===== config.mk =====
export PLATFORM = sky130hd
export DESIGN_NAME = pe_buffer_server
export DESIGN_NICKNAME = d
export VERILOG_FILES = /design/src/rtl/pe_pkg.sv /design/src/rtl/pe_stream_fifo.sv /design/src/rtl/pe_buffer_server.sv
export SDC_FILE = /design/constraint.sdc
export NUM_CORES = 1
export LEC_CHECK = 0
export CAP_MARGIN = 20
export CELL_PAD_IN_SITES_DETAIL_PLACEMENT = 0
export CELL_PAD_IN_SITES_GLOBAL_PLACEMENT = 1
export CORE_ASPECT_RATIO = 0.7
export CORE_UTILIZATION = 57
export DETAILED_ROUTE_END_ITERATION = 10
export PLACE_DENSITY_LB_ADDON = 0.15
export SLEW_MARGIN = 25
export SYNTH_ARGS = -nofsm -noshare
export SYNTH_HDL_FRONTEND = slang
export SYNTH_SLANG_ARGS = --single-unit
export TNS_END_PERCENT = 10

===== constraint.sdc =====
create_clock -name clk -period 5.3 [get_ports clk]
set_input_delay 0.53 -clock clk [delete_from_list [all_inputs] [get_ports clk]]
set_output_delay 0.53 -clock clk [all_outputs]
set_load 0.05 [all_outputs]

===== src/rtl/pe_pkg.sv =====
// pe_pkg: shared width and depth constants for the PE and its buffer server
package pe_pkg;
  localparam int DEF_WIDTH        = 4;
  localparam int DEF_IFMAP_DEPTH  = 16;
  localparam int DEF_FILTER_DEPTH = 16;
  localparam int DEF_PSUM_DEPTH   = 32;
endpackage


===== src/rtl/pe_stream_fifo.sv =====
// pe_stream_fifo: synchronous FIFO with flush, full/empty and show-ahead head word
module pe_stream_fifo #(
  parameter int WIDTH = 4,
  parameter int DEPTH = 16
) (
  input  logic             clk,
  input  logic             rst,
  input  logic             flush,
  input  logic             push,
  input  logic             pop,
  input  logic [WIDTH-1:0] din,
  output logic [WIDTH-1:0] dout,
  output logic             full,
  output logic             empty
);
  localparam int PW = $clog2(DEPTH);
  localparam int CW = PW + 1;
  logic [WIDTH-1:0] mem_q [DEPTH];
  logic [PW-1:0] wr_ptr_q, wr_ptr_d, rd_ptr_q, rd_ptr_d;
  logic [CW-1:0] count_q, count_d;
  logic do_push, do_pop;
  assign full  = count_q == CW'(DEPTH);
  assign empty = count_q == '0;
  assign dout  = empty ? '0 : mem_q[rd_ptr_q];
  // flush wins over push/pop; a full FIFO ignores pushes, an empty one ignores pops
  always_comb begin
    do_push  = push & ~full & ~flush;
    do_pop   = pop & ~empty & ~flush;
    wr_ptr_d = flush ? '0 : wr_ptr_q + PW'(do_push);
    rd_ptr_d = flush ? '0 : rd_ptr_q + PW'(do_pop);
    count_d  = flush ? '0 : count_q + CW'(do_push) - CW'(do_pop);
  end
  // pointer and occupancy registers
  always_ff @(posedge clk) begin
    if (rst) begin
      wr_ptr_q <= '0;
      rd_ptr_q <= '0;
      count_q  <= '0;
    end else begin
      wr_ptr_q <= wr_ptr_d;
      rd_ptr_q <= rd_ptr_d;
      count_q  <= count_d;
    end
  end
  // storage array, written only on an accepted push
  always_ff @(posedge clk) begin
    if (do_push) mem_q[wr_ptr_q] <= din;
  end
endmodule


===== src/rtl/pe_buffer_server.sv =====
// pe_buffer_server: serves ifmap/filter/psum streams to one PE and captures its psum output
module pe_buffer_server
  import pe_pkg::*;
#(
  parameter int WIDTH        = DEF_WIDTH,
  parameter int IFMAP_DEPTH  = DEF_IFMAP_DEPTH,
  parameter int FILTER_DEPTH = DEF_FILTER_DEPTH,
  parameter int PSUM_DEPTH   = DEF_PSUM_DEPTH
) (
  input  logic             clk,
  input  logic             rst,
  input  logic             host_ifmap_wr,
  input  logic             host_filter_wr,
  input  logic             host_psum_wr,
  input  logic [WIDTH-1:0] host_ifmap_din,
  input  logic [WIDTH-1:0] host_filter_din,
  input  logic [WIDTH-1:0] host_psum_din,
  input  logic             host_ifmap_last,
  input  logic             host_clear,
  output logic             ifmap_full,
  output logic             filter_full,
  output logic             psum_in_full,
  input  logic             read_en_ifmap_buf,
  input  logic             read_en_filter_buf,
  input  logic             read_en_psum_buf,
  output logic             valid_ifmap,
  output logic             valid_filter,
  output logic             valid_psum_buf,
  output logic [WIDTH-1:0] inp_buf_ifmap,
  output logic [WIDTH-1:0] inp_buf_filter,
  output logic [WIDTH-1:0] inp_buf_psum,
  output logic             end_signal,
  input  logic             write_en_buf,
  input  logic [WIDTH-1:0] out_buf,
  input  logic             psum_out_pop,
  output logic [WIDTH-1:0] psum_out_dout,
  output logic             psum_out_empty,
  output logic             psum_overflow
);
  logic if_empty, fl_empty, ps_empty, po_full;
  logic [WIDTH-1:0] if_dout, fl_dout, ps_dout;
  logic pop_if, pop_fl, pop_ps;
  logic valid_if_q, valid_if_d, valid_fl_q, valid_fl_d, valid_ps_q, valid_ps_d;
  logic [WIDTH-1:0] data_if_q, data_if_d, data_fl_q, data_fl_d, data_ps_q, data_ps_d;
  logic last_seen_q, last_seen_d, end_q, end_d, ovf_q, ovf_d;

  pe_stream_fifo #(.WIDTH(WIDTH), .DEPTH(IFMAP_DEPTH)) u_ifmap (
    .clk(clk), .rst(rst), .flush(host_clear), .push(host_ifmap_wr), .pop(pop_if),
    .din(host_ifmap_din), .dout(if_dout), .full(ifmap_full), .empty(if_empty));
  pe_stream_fifo #(.WIDTH(WIDTH), .DEPTH(FILTER_DEPTH)) u_filter (
    .clk(clk), .rst(rst), .flush(host_clear), .push(host_filter_wr), .pop(pop_fl),
    .din(host_filter_din), .dout(fl_dout), .full(filter_full), .empty(fl_empty));
  pe_stream_fifo #(.WIDTH(WIDTH), .DEPTH(PSUM_DEPTH)) u_psum_in (
    .clk(clk), .rst(rst), .flush(host_clear), .push(host_psum_wr), .pop(pop_ps),
    .din(host_psum_din), .dout(ps_dout), .full(psum_in_full), .empty(ps_empty));
  pe_stream_fifo #(.WIDTH(WIDTH), .DEPTH(PSUM_DEPTH)) u_psum_out (
    .clk(clk), .rst(rst), .flush(1'b0), .push(write_en_buf), .pop(psum_out_pop),
    .din(out_buf), .dout(psum_out_dout), .full(po_full), .empty(psum_out_empty));

  assign valid_ifmap    = valid_if_q;
  assign valid_filter   = valid_fl_q;
  assign valid_psum_buf = valid_ps_q;
  assign inp_buf_ifmap  = data_if_q;
  assign inp_buf_filter = data_fl_q;
  assign inp_buf_psum   = data_ps_q;
  assign end_signal     = end_q;
  assign psum_overflow  = ovf_q;

  // responders pop on request with data present; end-of-data and overflow tracking
  always_comb begin
    pop_if      = read_en_ifmap_buf & ~if_empty & ~host_clear;
    pop_fl      = read_en_filter_buf & ~fl_empty & ~host_clear;
    pop_ps      = read_en_psum_buf & ~ps_empty & ~host_clear;
    valid_if_d  = pop_if;
    valid_fl_d  = pop_fl;
    valid_ps_d  = pop_ps;
    data_if_d   = pop_if ? if_dout : data_if_q;
    data_fl_d   = pop_fl ? fl_dout : data_fl_q;
    data_ps_d   = pop_ps ? ps_dout : data_ps_q;
    last_seen_d = ~host_clear & (last_seen_q | (host_ifmap_wr & host_ifmap_last & ~ifmap_full));
    end_d       = ~host_clear & (end_q | (last_seen_q & if_empty));
    ovf_d       = ovf_q | (write_en_buf & po_full);
  end

  // response, end and overflow registers
  always_ff @(posedge clk) begin
    if (rst) begin
      valid_if_q  <= 1'b0;
      valid_fl_q  <= 1'b0;
      valid_ps_q  <= 1'b0;
      data_if_q   <= '0;
      data_fl_q   <= '0;
      data_ps_q   <= '0;
      last_seen_q <= 1'b0;
      end_q       <= 1'b0;
      ovf_q       <= 1'b0;
    end else begin
      valid_if_q  <= valid_if_d;
      valid_fl_q  <= valid_fl_d;
      valid_ps_q  <= valid_ps_d;
      data_if_q   <= data_if_d;
      data_fl_q   <= data_fl_d;
      data_ps_q   <= data_ps_d;
      last_seen_q <= last_seen_d;
      end_q       <= end_d;
      ovf_q       <= ovf_d;
    end
  end
endmodule

=== Yosys cells after proc, flatten, opt, wreduce, memory -nomap -nowiden ===
Memories as Yosys holds them, arrays and structs flattened. A register that Yosys moved wholly into a read port is not among the register bits.
Cells that the tools add are included.

* Output and inout port bits: 25
* Memories: 4
* Input port bits: 28
* Memory bits (writable): 384
* Bits in registers: 64
* Word-level logic and storage cells: 95

* Multiplexer cells: 10
* Eq/ne operators: 4
* Reduce and logical (&&, ||, !) cells: 5
* Bitwise operators: 38
* $add $sub $neg: 16

{| class="wikitable"
|+ Memory list
! name !! words !! bits a word !! rd ports !! clocked after Yosys merged registers in !! write ports !! RTL line !! text
|-
| u_psum_in.mem_q || 32 || 4 || 1 || 1 || 1 || pe_stream_fifo.sv:18 || <nowiki>logic [WIDTH-1:0] mem_q [DEPTH];</nowiki>
|-
| u_psum_out.mem_q || 32 || 4 || 1 || 1 || 1 || pe_stream_fifo.sv:18 ||
|-
| u_filter.mem_q || 16 || 4 || 1 || 1 || 1 || pe_stream_fifo.sv:18 ||
|-
| u_ifmap.mem_q || 16 || 4 || 1 || 1 || 1 || pe_stream_fifo.sv:18 ||
|}

{| class="wikitable"
|+ Operators by type and width
! cell !! count
|-
| 5-bit by 1-bit adder with 5-bit output || 6
|-
| 1-bit bitwise AND || 26
|-
| 4-bit by 1-bit adder with 4-bit output || 4
|-
| 6-bit by 1-bit adder with 6-bit output || 2
|-
| 6-bit == test (second input constant) || 2
|-
| 6-bit zero test || 2
|-
| 6-bit by 1-bit subtractor with 6-bit output || 2
|-
| 5-bit == test (second input constant) || 2
|-
| 5-bit zero test || 2
|-
| 5-bit by 1-bit subtractor with 5-bit output || 2
|-
| 1-bit NOT || 9
|-
| 1-bit two-way mux || 8
|-
| 5-bit two-way mux || 1
|-
| 4-bit two-way mux || 1
|-
| 1-bit bitwise OR || 3
|-
| 2-bit OR reduction || 1
|}

=== Depth between registers and ports, before layout ===
* Word-level depth: 7
* Mapped depth: 15
* Mapped depth without buffers: 14

=== Hierarchy ===
Synthesis repeated with hierarchy kept, for this count alone.

* Cell total of the unflattened synthesis: 1166
* Area, all modules: 19399.9 µm²

{| class="wikitable"
|+ Modules (own cells, without submodules)
! module !! area each (µm²) !! cells an instance !! sequential area each (µm²) !! times used
|-
| pe_stream_fifo (u_filter ...) || 3254.4 || 193 || 2182.1 || 2
|-
| pe_stream_fifo (u_psum_out) || 6060.8 || 354 || 4164.0 || 1
|-
| pe_stream_fifo (u_psum_in) || 6055.8 || 354 || 4164.0 || 1
|-
| pe_buffer_server || 774.5 || 72 || 360.3 || 1
|}

=== Worst setup path before layout ===
OpenSTA, ideal clock, no wires.

* Path type: in2reg
* Start: in host_clear
* End: reg u_ifmap.count_q[4]
* Slack: 2.309 ns
* Cell stages on the path: 10
* Data arrival time: 2.921 ns
* Setup time: 0.070 ns
* Data required time: 5.230 ns
* Cell sequence: clkbuf_1 nor3b_1 ha_1 inv_1 ha_1 fa_1 a21oi_1 nor2_1 or3_1 a21oi_1

* Cells in the longest elaborated chain, start to end: 5

{| class="wikitable"
|+ Ends and longest elaborated chain
! item !! RTL line !! text
|-
| start: declaration || pe_buffer_server.sv:19 || <nowiki>input logic host_clear,</nowiki>
|-
| branches (longest 5 deep; another with 5-bit by 1-bit adder with 5-bit output) || n/a ||
|-
| end signal: assignment || pe_stream_fifo.sv:42 || <nowiki>count_q <= count_d;</nowiki>
|-
| end: declaration || pe_stream_fifo.sv:20 || <nowiki>logic [CW-1:0] count_q, count_d;</nowiki>
|}

Several ways; the timed one is not identified.
A chain may end at the register's enable or synchronous reset.

==> impl_metrics.env <==
export IMPL_outcome="complete, no violations"
export IMPL_antenna_cells=0
export IMPL_cp_data_required_time_ns=4.77
export IMPL_cts_tree="yes"
export IMPL_synth_cells=1102
export IMPL_syn_nets=1180
export IMPL_cts_sinks=460
export IMPL_tns_ns=0
export IMPL_crit_path_end_kind="output port"
export IMPL_area_growth_pct=11.9
export IMPL_worstPathMaxFanout=33
export IMPL_power_leakage_nw=6.68
export IMPL_yosysSeqAreaShare=0.699
export IMPL_cts_root_buf="clkbuf_16"
export IMPL_ys_warn_count=0
export IMPL_multi_input_area_um2=5260
export IMPL_drv_cap=0
export IMPL_async_reset_ff_frac=0
export IMPL_synth_edf_count=384
export IMPL_clk_latency_ns=0.55
export IMPL_ys_flop_type="edfxtp_1"
export IMPL_drt_first_pass_iters=5
export IMPL_htreeDepth=2
export IMPL_track_usage=0.221
export IMPL_initial_core_util=0.579
export IMPL_layout_setup_ws_ns=1.28
export IMPL_yosysTopAreaCell="edfxtp_1"
export IMPL_dieWidth_um=218
export IMPL_overflow=0
export IMPL_cellPowerDensity_nw_per_um2=399
export IMPL_post_route_drc_count=0
export IMPL_arrival_ns=3.49
export IMPL_num_rows=55
export IMPL_viasPerCell=5.86
export IMPL_hold_viol=0
export IMPL_gr_usage_met2=0.296
export IMPL_yosysUniqueCellTypes=45
export IMPL_vias=9471
export IMPL_grt_start_max_net_pins=37
export IMPL_setup_violations=0
export IMPL_period_needed_ns=4.02
export IMPL_holdBufCountCts=0
export IMPL_io_buffers=52
export IMPL_synthTopCellsByArea="edfxtp_1 62%, mux4_2 12%, dfxtp_1 8.1%"
export IMPL_worst_slew_pin_transition_ns=0.947
export IMPL_antenna_found_initial=0
export IMPL_path_class="register to output port"
export IMPL_grt_busiest_layer="met1"
export IMPL_synth_xor_area_share=0.0150
export IMPL_max_freq_ghz=0.249
export IMPL_synth_commonest_cells="384 x edfxtp_1, 151 x nor2_1, 97 x mux4_2"
export IMPL_core_um2=32300
export IMPL_post_cts_buffers=0
export IMPL_startpoint_type="register"
export IMPL_drt_total_wl_um=35600
export IMPL_nFillCells=2250
export IMPL_synth_top_family_by_area="multiplexers"
export IMPL_grt_use_met1=0.369
export IMPL_grt_use_met3=0.0434
export IMPL_reg2reg_to="u_psum_out.count_q[5]"
export IMPL_r2r_start="u_psum_out.count_q[2]"
export IMPL_grt_pass1_wl_um=55600
export IMPL_synth_compound_area_frac=0.0234
export IMPL_hpwl_um=23000
export IMPL_dieHeight_um=153
export IMPL_syn_avg_cell_area_um2=17.0
export IMPL_drt_antenna_violating_nets=0
export IMPL_gp_congestion=0.796
export IMPL_peakVddDrop_uv=290
export IMPL_synthAdderAreaFrac=0.0351
export IMPL_min_period_over_period=0.759
export IMPL_wl_per_cell_um=22.1
export IMPL_min_path_type="register to register"
export IMPL_rrSetupSlack_ns=2.20
export IMPL_yosysMostFrequentCell="edfxtp_1"
export IMPL_drive_above_1_share=0.160
export IMPL_syn_area_um2=18700
export IMPL_yosysTopAreaCellShare=0.617
export IMPL_design_portCount=53
export IMPL_ff_latch_area_um2=13100
export IMPL_fin_util=0.647
export IMPL_relSlewSlack=0.368
export IMPL_synth_simple_area_share=0.0730
export IMPL_cts_resized=0
export IMPL_drt_iter0_markers=882
export IMPL_clockBufferDepth=3
export IMPL_finClkSkew_ns=0.0201
export IMPL_critPathLaunch="u_psum_out.rd_ptr_q[0]"
export IMPL_cts_buffers=43
export IMPL_dp_slack_ns=1.84
export IMPL_grt_pass1_vias=9286
export IMPL_final_nets=1232
export IMPL_finalMaxSlewViolations=0
export IMPL_synthMuxAreaShare=0.135
export IMPL_clkSlewWorstSetupHoldPaths_ns=0.07
export IMPL_synth_seq_cells=460
export IMPL_r2r_cells=12
export IMPL_dieArea_um2=33500
export IMPL_crit_end="psum_out_dout[1]"
export IMPL_rsz0062_at_grt="no"
## stage by stage
step / instance area (um^2) / total power [mW] / hold WS, ns / std cells
2_1_floorplan: 18700 / 5.09 / 0.441 / 1102
3_3_place_gp: 19600 / 5.40 / 0.449 / 1536
3_5_place_dp: 19500 / 5.42 / 0.463 / 1536
4_1_cts: 20900 / 8.43 / 0.479 / 1615
5_1_grt: 20900 / 8.69 / 0.505 / 1615
6_report: 20900 / 8.34 / 0.483 / 1615
## sequential cells by signal, summed over array words and instances, names as in the netlist, 4 cells and up
register / flops
u_psum_in.mem_q: 128
u_psum_out.mem_q: 128
u_filter.mem_q: 64
u_ifmap.mem_q: 64
u_psum_in.count_q: 6
u_psum_out.count_q: 6
u_filter.count_q: 5
u_ifmap.count_q: 5
u_psum_in.rd_ptr_q: 5
u_psum_in.wr_ptr_q: 5
u_psum_out.rd_ptr_q: 5
u_psum_out.wr_ptr_q: 5
inp_buf_filter: 4
inp_buf_ifmap: 4
inp_buf_psum: 4
u_filter.rd_ptr_q: 4
u_filter.wr_ptr_q: 4
u_ifmap.rd_ptr_q: 4
u_ifmap.wr_ptr_q: 4
## how the worst min path moves through the flow
stage	from	cells past startpoint	slack (ns)	end
CTS	last_seen_q	1	0.48	last_seen_q
global placement	last_seen_q	1	0.45	last_seen_q
detailed placement	last_seen_q	1	0.46	last_seen_q
global route	last_seen_q	1	0.50	last_seen_q
floorplan	last_seen_q	1	0.44	last_seen_q
finish	last_seen_q	1	0.48	last_seen_q
## kinds of logic after synthesis
logic type | Yosys count
AOI/OAI and AO/OA | 65
xor gates and xnor gates | 32
adders and majority gates | 50
buffers and inverters | 85
DFF | 460
muxes | 131
and+or+nand+nor | 279
## worst max-delay path, cell delays in order, from the launching register on
cell,delay (ns)
dfxtp_4,0.76
mux4_2,0.62
mux4_2,0.49
mux2i_1,0.27
nor2_1,0.08
clkdlybuf4s50_1,0.72
## layer usage
layer  share of wire  wire length, um  up-vias
met5               0                0        -
met4           0.017              590        0
met3           0.072             2550       46
met2            0.42            14900      307
met1            0.49            17600     4789
li1                -                -     4329
## final cells by class
cell class                      instances  share of cell area
Multi-Input combinational cell        557               0.252
Clock inverter                         20             0.00760
Timing Repair Buffer                   60              0.0259
Tap cell                              427              0.0256
Inverter                               32             0.00575
Sequential cell                       460               0.625
Clock buffer                           59              0.0584
## power by group
group | internal [mW] | switching (mW)
sequential | 4.01 | 0.101
combinational | 0.562 | 0.664
clock | 1.72 | 1.29
total | 6.29 | 2.06
## cell usage in the layout, fill, tap and decap left out, types with 18 or more instances in the layout
master           synthesis  final
a21oi_1                 18     18
and2_1                  19     19
nand3_1                 19     19
clkdlybuf4s50_1          0     44
clkbuf_16                0     46
nor2_1                 151    151
edfxtp_1               384    384
inv_1                   31     31
dfxtp_1                 76     73
mux2i_1                 33     33
ha_1                    46     46
mux4_2                  97     97
Note: power is estimated with default switching activity, not from simulation.
